[src/rtl/pulse_filter_pkg.sv]
// Shared constants and helpers for the scheduled multi-channel pulse filter.
package pulse_filter_pkg;

    localparam int unsigned CNT_W_DEF       = 22;
    localparam int unsigned DEF_CLK_HZ      = 20_000_000;
    localparam int unsigned DEF_FILTER_MS   = 200;
    localparam int unsigned DEF_THRES_200MS = DEF_FILTER_MS * (DEF_CLK_HZ / 1000);

    // Filter time in ms -> number of service visits, given the round-robin width.
    function automatic int unsigned ms_to_visits(input int unsigned ms,
                                                 input int unsigned n_ch,
                                                 input int unsigned clk_hz);
        longint unsigned cycles;
        cycles = 64'(ms) * 64'(clk_hz) / 64'd1000;
        return 32'(cycles / 64'(n_ch));
    endfunction

endpackage

[src/rtl/rr_arbiter.sv]
// Pointer-based round-robin arbiter: search starts one past the last accepted grant.
module rr_arbiter #(
    parameter  int unsigned N     = 4,
    localparam int unsigned IDX_W = $clog2(N)
) (
    input  logic             clk,
    input  logic             rst_n,
    input  logic [N-1:0]     req,
    input  logic             advance,
    output logic [N-1:0]     gnt,
    output logic [IDX_W-1:0] gnt_idx,
    output logic             gnt_any
);

    localparam logic [IDX_W-1:0] IDX_LAST = IDX_W'(N - 1);

    logic [IDX_W-1:0] ptr_q, ptr_d;
    int unsigned      cand;

    always_comb begin
        gnt     = '0;
        gnt_idx = '0;
        gnt_any = 1'b0;
        cand    = 0;
        for (int unsigned i = 0; i < N; i++) begin
            cand = 32'(ptr_q) + i;
            if (cand >= N) begin
                cand = cand - N;
            end
            if (!gnt_any && req[cand]) begin
                gnt_any    = 1'b1;
                gnt[cand]  = 1'b1;
                gnt_idx    = IDX_W'(cand);
            end
        end
    end

    always_comb begin
        ptr_d = ptr_q;
        if (advance && gnt_any) begin
            ptr_d = (gnt_idx == IDX_LAST) ? '0 : gnt_idx + IDX_W'(1);
        end
    end

    always_ff @(posedge clk or negedge rst_n) begin
        if (!rst_n) begin
            ptr_q <= '0;
        end else begin
            ptr_q <= ptr_d;
        end
    end

endmodule

[src/rtl/pulse_filter_sched.sv]
// Multi-channel debounce engine: one shared compare/increment datapath visits one channel
// per cycle round-robin; filtered-level changes are queued to a valid/ready event port.
module pulse_filter_sched
    import pulse_filter_pkg::*;
#(
    parameter  int unsigned N_CH      = 8,
    parameter  int unsigned CNT_W     = CNT_W_DEF,
    parameter  int unsigned DEF_THRES = DEF_THRES_200MS,
    localparam int unsigned CH_W      = $clog2(N_CH)
) (
    input  logic             clk,
    input  logic             rst_n,
    input  logic             en,
    input  logic [N_CH-1:0]  pulse_in,
    input  logic             cfg_wr,
    input  logic [CH_W-1:0]  cfg_ch,
    input  logic [CNT_W-1:0] cfg_thres,
    output logic [N_CH-1:0]  filt_out,
    output logic             evt_valid,
    input  logic             evt_ready,
    output logic [CH_W-1:0]  evt_ch,
    output logic             evt_level,
    output logic             slot_wrap
);

    localparam logic [CH_W-1:0]  SLOT_LAST = CH_W'(N_CH - 1);
    localparam logic [CNT_W-1:0] THRES_RST = CNT_W'(DEF_THRES);

    logic [N_CH-1:0]  sync1_q, sync_q;
    logic [CH_W-1:0]  slot_q, slot_d;
    logic             slot_wrap_q, slot_wrap_d;
    logic [CNT_W-1:0] cnt_q   [N_CH];
    logic [CNT_W-1:0] cnt_d   [N_CH];
    logic [CNT_W-1:0] thres_q [N_CH];
    logic [CNT_W-1:0] thres_d [N_CH];
    logic [N_CH-1:0]  filt_q, filt_d;
    logic [N_CH-1:0]  pending_q, pending_d;
    logic [N_CH-1:0]  flip_set, pending_clr, cfg_sel;
    logic             evt_valid_q, evt_valid_d;
    logic [CH_W-1:0]  evt_ch_q, evt_ch_d;
    logic             evt_level_q, evt_level_d;

    logic [N_CH-1:0]  gnt;
    logic [CH_W-1:0]  gnt_idx;
    logic             gnt_any;
    logic             load;

    // Out-of-range channel numbers simply match no entry.
    always_comb begin
        cfg_sel = '0;
        for (int k = 0; k < N_CH; k++) begin
            cfg_sel[k] = cfg_wr && (cfg_ch == CH_W'(k));
        end
    end

    always_comb begin
        slot_d      = slot_q;
        slot_wrap_d = 1'b0;
        if (en) begin
            slot_wrap_d = (slot_q == SLOT_LAST);
            slot_d      = slot_wrap_d ? '0 : slot_q + CH_W'(1);
        end
    end

    // Shared datapath; a config write to the serviced channel overrides the service.
    always_comb begin
        filt_d   = filt_q;
        flip_set = '0;
        for (int k = 0; k < N_CH; k++) begin
            cnt_d[k]   = cnt_q[k];
            thres_d[k] = thres_q[k];
            if (cfg_sel[k]) begin
                thres_d[k] = cfg_thres;
                cnt_d[k]   = '0;
            end else if (!en) begin
                cnt_d[k] = '0;
            end else if (slot_q == CH_W'(k)) begin
                if (sync_q[k] == filt_q[k]) begin
                    cnt_d[k] = '0;
                end else if (cnt_q[k] < thres_q[k]) begin
                    cnt_d[k] = cnt_q[k] + CNT_W'(1);
                end else begin
                    filt_d[k]   = sync_q[k];
                    cnt_d[k]    = '0;
                    flip_set[k] = 1'b1;
                end
            end
        end
    end

    rr_arbiter #(
        .N (N_CH)
    ) u_arb (
        .clk     (clk),
        .rst_n   (rst_n),
        .req     (pending_q),
        .advance (load),
        .gnt     (gnt),
        .gnt_idx (gnt_idx),
        .gnt_any (gnt_any)
    );

    // A new flip in the grant cycle re-arms pending, so no level change is dropped.
    always_comb begin
        load        = !evt_valid_q || evt_ready;
        evt_valid_d = evt_valid_q;
        evt_ch_d    = evt_ch_q;
        evt_level_d = evt_level_q;
        pending_clr = '0;
        if (load) begin
            evt_valid_d = gnt_any;
            if (gnt_any) begin
                evt_ch_d    = gnt_idx;
                evt_level_d = filt_q[gnt_idx];
                pending_clr = gnt;
            end
        end
        pending_d = (pending_q & ~pending_clr) | flip_set;
    end

    always_ff @(posedge clk or negedge rst_n) begin
        if (!rst_n) begin
            sync1_q     <= '0;
            sync_q      <= '0;
            slot_q      <= '0;
            slot_wrap_q <= 1'b0;
            filt_q      <= '0;
            pending_q   <= '0;
            evt_valid_q <= 1'b0;
            evt_ch_q    <= '0;
            evt_level_q <= 1'b0;
            for (int k = 0; k < N_CH; k++) begin
                cnt_q[k]   <= '0;
                thres_q[k] <= THRES_RST;
            end
        end else begin
            sync1_q     <= pulse_in;
            sync_q      <= sync1_q;
            slot_q      <= slot_d;
            slot_wrap_q <= slot_wrap_d;
            filt_q      <= filt_d;
            pending_q   <= pending_d;
            evt_valid_q <= evt_valid_d;
            evt_ch_q    <= evt_ch_d;
            evt_level_q <= evt_level_d;
            cnt_q       <= cnt_d;
            thres_q     <= thres_d;
        end
    end

    assign filt_out  = filt_q;
    assign evt_valid = evt_valid_q;
    assign evt_ch    = evt_ch_q;
    assign evt_level = evt_level_q;
    assign slot_wrap = slot_wrap_q;

endmodule

[config.mk]
export PLATFORM = sky130hd
export DESIGN_NAME = pulse_filter_sched
export DESIGN_NICKNAME = d
export VERILOG_FILES = /design/src/rtl/pulse_filter_pkg.sv /design/src/rtl/rr_arbiter.sv /design/src/rtl/pulse_filter_sched.sv
export SDC_FILE = /design/constraint.sdc
export NUM_CORES = 1
export LEC_CHECK = 0
export BUFFER_PORTS_ARGS = -buffer_cell sky130_fd_sc_hd__clkbuf_2
export CAP_MARGIN = 20
export CORE_ASPECT_RATIO = 0.6
export CORE_MARGIN = 1.5
export CORE_UTILIZATION = 38
export DETAILED_ROUTE_END_ITERATION = 8
export PLACE_DENSITY = 0.5
export SLEW_MARGIN = 10
export SYNTH_ARGS = -nofsm -noshare
export SYNTH_HDL_FRONTEND = slang
export SYNTH_HIERARCHICAL = 1
export SYNTH_SLANG_ARGS = --single-unit
[constraint.sdc]
create_clock -name clk -period 6.95 [get_ports clk]
set_clock_uncertainty 0.1 [all_clocks]
set_input_delay 0.3475 -clock clk [delete_from_list [all_inputs] [get_ports clk]]
set_output_delay 0.3475 -clock clk [all_outputs]
set_load 0.02 [all_outputs]
==> flow_metrics.env <==
export IMPL_outcome="complete, no violations"
export IMPL_ant_nets=0
export IMPL_hold_path_class="input port to flip-flop"
export IMPL_clock_root_buffer="clkbuf_16"
export IMPL_drv_slew=0
export IMPL_seq_area_frac_synth=0.4207
export IMPL_setup_tns_final_ns=0
export IMPL_synth_ff_type="dfrtp_1"
export IMPL_async_flop_share=1.000
export IMPL_fin_area_mm2=0.02660
export IMPL_cts_setup_buffers=0
export IMPL_seq_area_mm2=0.009980
export IMPL_timing_max_slew_rel_slack=0.2609
export IMPL_ios=52
export IMPL_placed_cell_area_mm2=0.02496
export IMPL_crit_path_max_fanout=19
export IMPL_multi_input_comb_area_mm2=0.01260
export IMPL_grt_max_degree=161
export IMPL_viasPerCell=5.673
export IMPL_syn2layout_area_growth_pct=12.12
export IMPL_end_kind="flip-flop"
export IMPL_rsz0062_at_grt="false"
export IMPL_setup_viol=0
export IMPL_num_vias=19280
export IMPL_synth_top_area_frac=0.3587
export IMPL_htreeDepth=2
export IMPL_start_kind="flip-flop"
export IMPL_finalNetCount=2762
export IMPL_synth_cell_types=92
export IMPL_syn_nets=2719
export IMPL_grt_usage=0.2206
export IMPL_place_hpwl_um=49610
export IMPL_drc=0
export IMPL_ys_warnings_count=6
export IMPL_port_buffers=51
export IMPL_period_share=0.7917
export IMPL_netlist_top_cells_area="dfrtp_1 36%, ha_1 10%, dfstp_2 6.2%, mux2_2 5.2%, nand2_1 4.5%"
export IMPL_min_period_ns=5.502
export IMPL_clk_insertion_delay_late_ns=0.59
export IMPL_routabilityCongestion=0.8495
export IMPL_synth_cells=2490
export IMPL_leakage_nw=12.46
export IMPL_power_density_mw_per_mm2=258.6
export IMPL_dieHeight_um=196.5
export IMPL_cts_resized=0
export IMPL_initial_core_util=0.3869
export IMPL_finalWirelength_um=70550
export IMPL_hold_ws_ns=0.1127
export IMPL_syn_area_mm2=0.02372
export IMPL_dieArea_mm2=0.06398
export IMPL_cts_buffers=43
export IMPL_die_x_um=325.6
export IMPL_fmax_mhz=181.7
export IMPL_drive_gt1_frac=0.1484
export IMPL_criticalPathCategory="flip-flop to flip-flop"
export IMPL_synth_area_per_cell_um2=9.527
export IMPL_worst_slew_pin_slew_ns=1.105
export IMPL_drtIter0Drc=1474
export IMPL_clkTransAtPathRegs_ns=0.06
export IMPL_grt_pass1_wl_um=110400
export IMPL_cap_violations=0
export IMPL_cts_sinks=396
export IMPL_cts_tree="built"
export IMPL_holdBufCountCts=9
export IMPL_power_mw=6.877
export IMPL_irDropWorstVdd_v=0.0002513
export IMPL_clockBufferDepth=3
export IMPL_fill_cells=6001
export IMPL_synth_top_area_cell="dfrtp_1"
export IMPL_hold_viol_final=0
export IMPL_rrSetupSlack_ns=1.45
export IMPL_synth_edf_count=0
export IMPL_ys_ff_latch=396
export IMPL_grt_pass1_vias=18300
export IMPL_antenna_found_initial=8
export IMPL_dr_pass1_iters=7
export IMPL_cp_data_required_time_ns=7.31
export IMPL_rows=70
export IMPL_wl_per_cell_um=20.76
export IMPL_crit_arrival_ns=5.86
export IMPL_grt_ovfl_total=0
export IMPL_fin_util=0.4338
export IMPL_core_mm2=0.06131
[synthesized netlist by cell type, types with 8 or more instances]
cell type / instances
dfrtp_1: 340
nand2_1: 285
inv_1: 212
ha_1: 191
o21ai_0: 156
nand3_1: 123
mux2_2: 110
a31oi_1: 105
a21oi_1: 90
nor2_1: 82
clkbuf_1: 81
a21o_1: 67
and3_1: 67
nand4_1: 59
dfstp_2: 56
nor3_1: 43
mux2i_1: 31
nand2b_1: 30
nor4_1: 21
a22o_1: 17
o31ai_1: 14
xor2_1: 14
a32oi_1: 13
o211ai_1: 13
a41oi_1: 12
and4_1: 12
mux4_2: 12
o311ai_0: 12
xnor2_1: 12
or2_2: 11
and2_1: 10
o311ai_1: 10
buf_2: 9
nor2b_1: 9
o22ai_1: 9
a211oi_1: 8
a22oi_1: 8
nand3b_1: 8
o21a_1: 8
or3_1: 8
[kinds of logic (layout without fill, tap and decap cells)]
| group | after synthesis | after routing | synth area share |
|---|---|---|---|
| mux | 159 | 159 | 0.08017 |
| flops | 396 | 396 | 0.4207 |
| simple gates | 811 | 811 | 0.1744 |
| buf+inv | 312 | 390 | 0.05111 |
| fa+ha+maj | 191 | 191 | 0.1007 |
| other cells | 0 | 3 | 0 |
| xor+xnor | 26 | 26 | 0.009600 |
| compound gates | 595 | 595 | 0.1633 |
[final cells by class]
class | count | share of cell area
clock inverters | 18 | 0.008515
multi-input cells | 1782 | 0.4738
clock buffers | 62 | 0.04803
diodes | 3 | 0.0002823
repair buffers | 95 | 0.02484
well taps | 828 | 0.03895
flip-flops and latches | 396 | 0.3752
inverters | 215 | 0.03034
[report_power, final]
group          switching [mW]  internal [mW]
registers               0.171           2.63
logic                    1.01          0.584
clock network            1.02           1.47
[layer usage]
metal	wire, µm	track usage
met1	37080	0.3485
met2	27370	0.2972
met3	4575	0.04851
met4	1523	0.05512
met5	0	0
[stage by stage]
stage	setup slack (ns)	std cells
floorplan	2.614	2490
global placement	1.342	3305
detailed placement	1.385	3305
CTS	1.376	3394
global route	1.186	3396
finish	1.448	3399
[state kept, by name, indices dropped and copies added (netlist names), 3 cells and up]
name / count
sync1_q: 8
cnt_q: 176
pending_q: 8
sync_q: 8
u_arb/ptr_q: 3
filt_out: 8
thres_q: 176
evt_ch: 3
slot_q: 3
[cell usage in the layout, fill, tap and decap left out, types with 10 or more instances in the layout]
master,synthesis,routed
a21o_1,67,67
or2_2,11,11
dfrtp_1,340,340
nor2_1,82,82
buf_4,0,31
nor3_1,43,39
mux4_2,12,12
mux2_2,110,110
clkbuf_8,0,13
nand2_1,285,285
a32oi_1,13,13
mux2i_1,31,31
xor2_1,14,14
o311ai_1,10,10
a41oi_1,12,12
dfstp_2,56,56
o21ai_0,156,156
o211ai_1,13,13
clkbuf_2,0,50
and2_1,10,10
nor4_1,21,21
a31oi_1,105,104
a22o_1,17,17
nand3_1,123,123
nand4_1,59,59
nand2b_1,30,30
xnor2_1,12,12
clkinv_2,0,10
ha_1,191,191
and4_1,12,12
o311ai_0,12,12
o31ai_1,14,14
clkbuf_16,0,43
a21oi_1,90,90
inv_1,212,212
and3_1,67,67
[worst max-delay path: stages (launching register included)]
cell	delay, ns
dfrtp_1	0.69
inv_1	0.35
ha_1	0.36
buf_4	0.19
inv_2	0.28
mux4_2	0.60
o32a_1	0.50
buf_16	0.23
nor2_1	0.40
nor3_1	0.12
o32ai_1	0.77
ha_1	0.35
nor3b_1	0.07
a221o_1	0.35
[final timing paths]
kind	to	start	cells past startpoint
setup / recovery	u_arb/ptr_q[0]	u_arb/ptr_q[1]	13
hold / removal	evt_valid	evt_ready	3
setup reg to reg	u_arb/ptr_q[0]	u_arb/ptr_q[1]	13
hold reg to reg	sync_q[0]	sync1_q[0]	0
max in group asynchronous	cnt_q[149]	rst_n	3
min in group asynchronous	cnt_q[171]	rst_n	2
(Power assumes the default switching activity.)
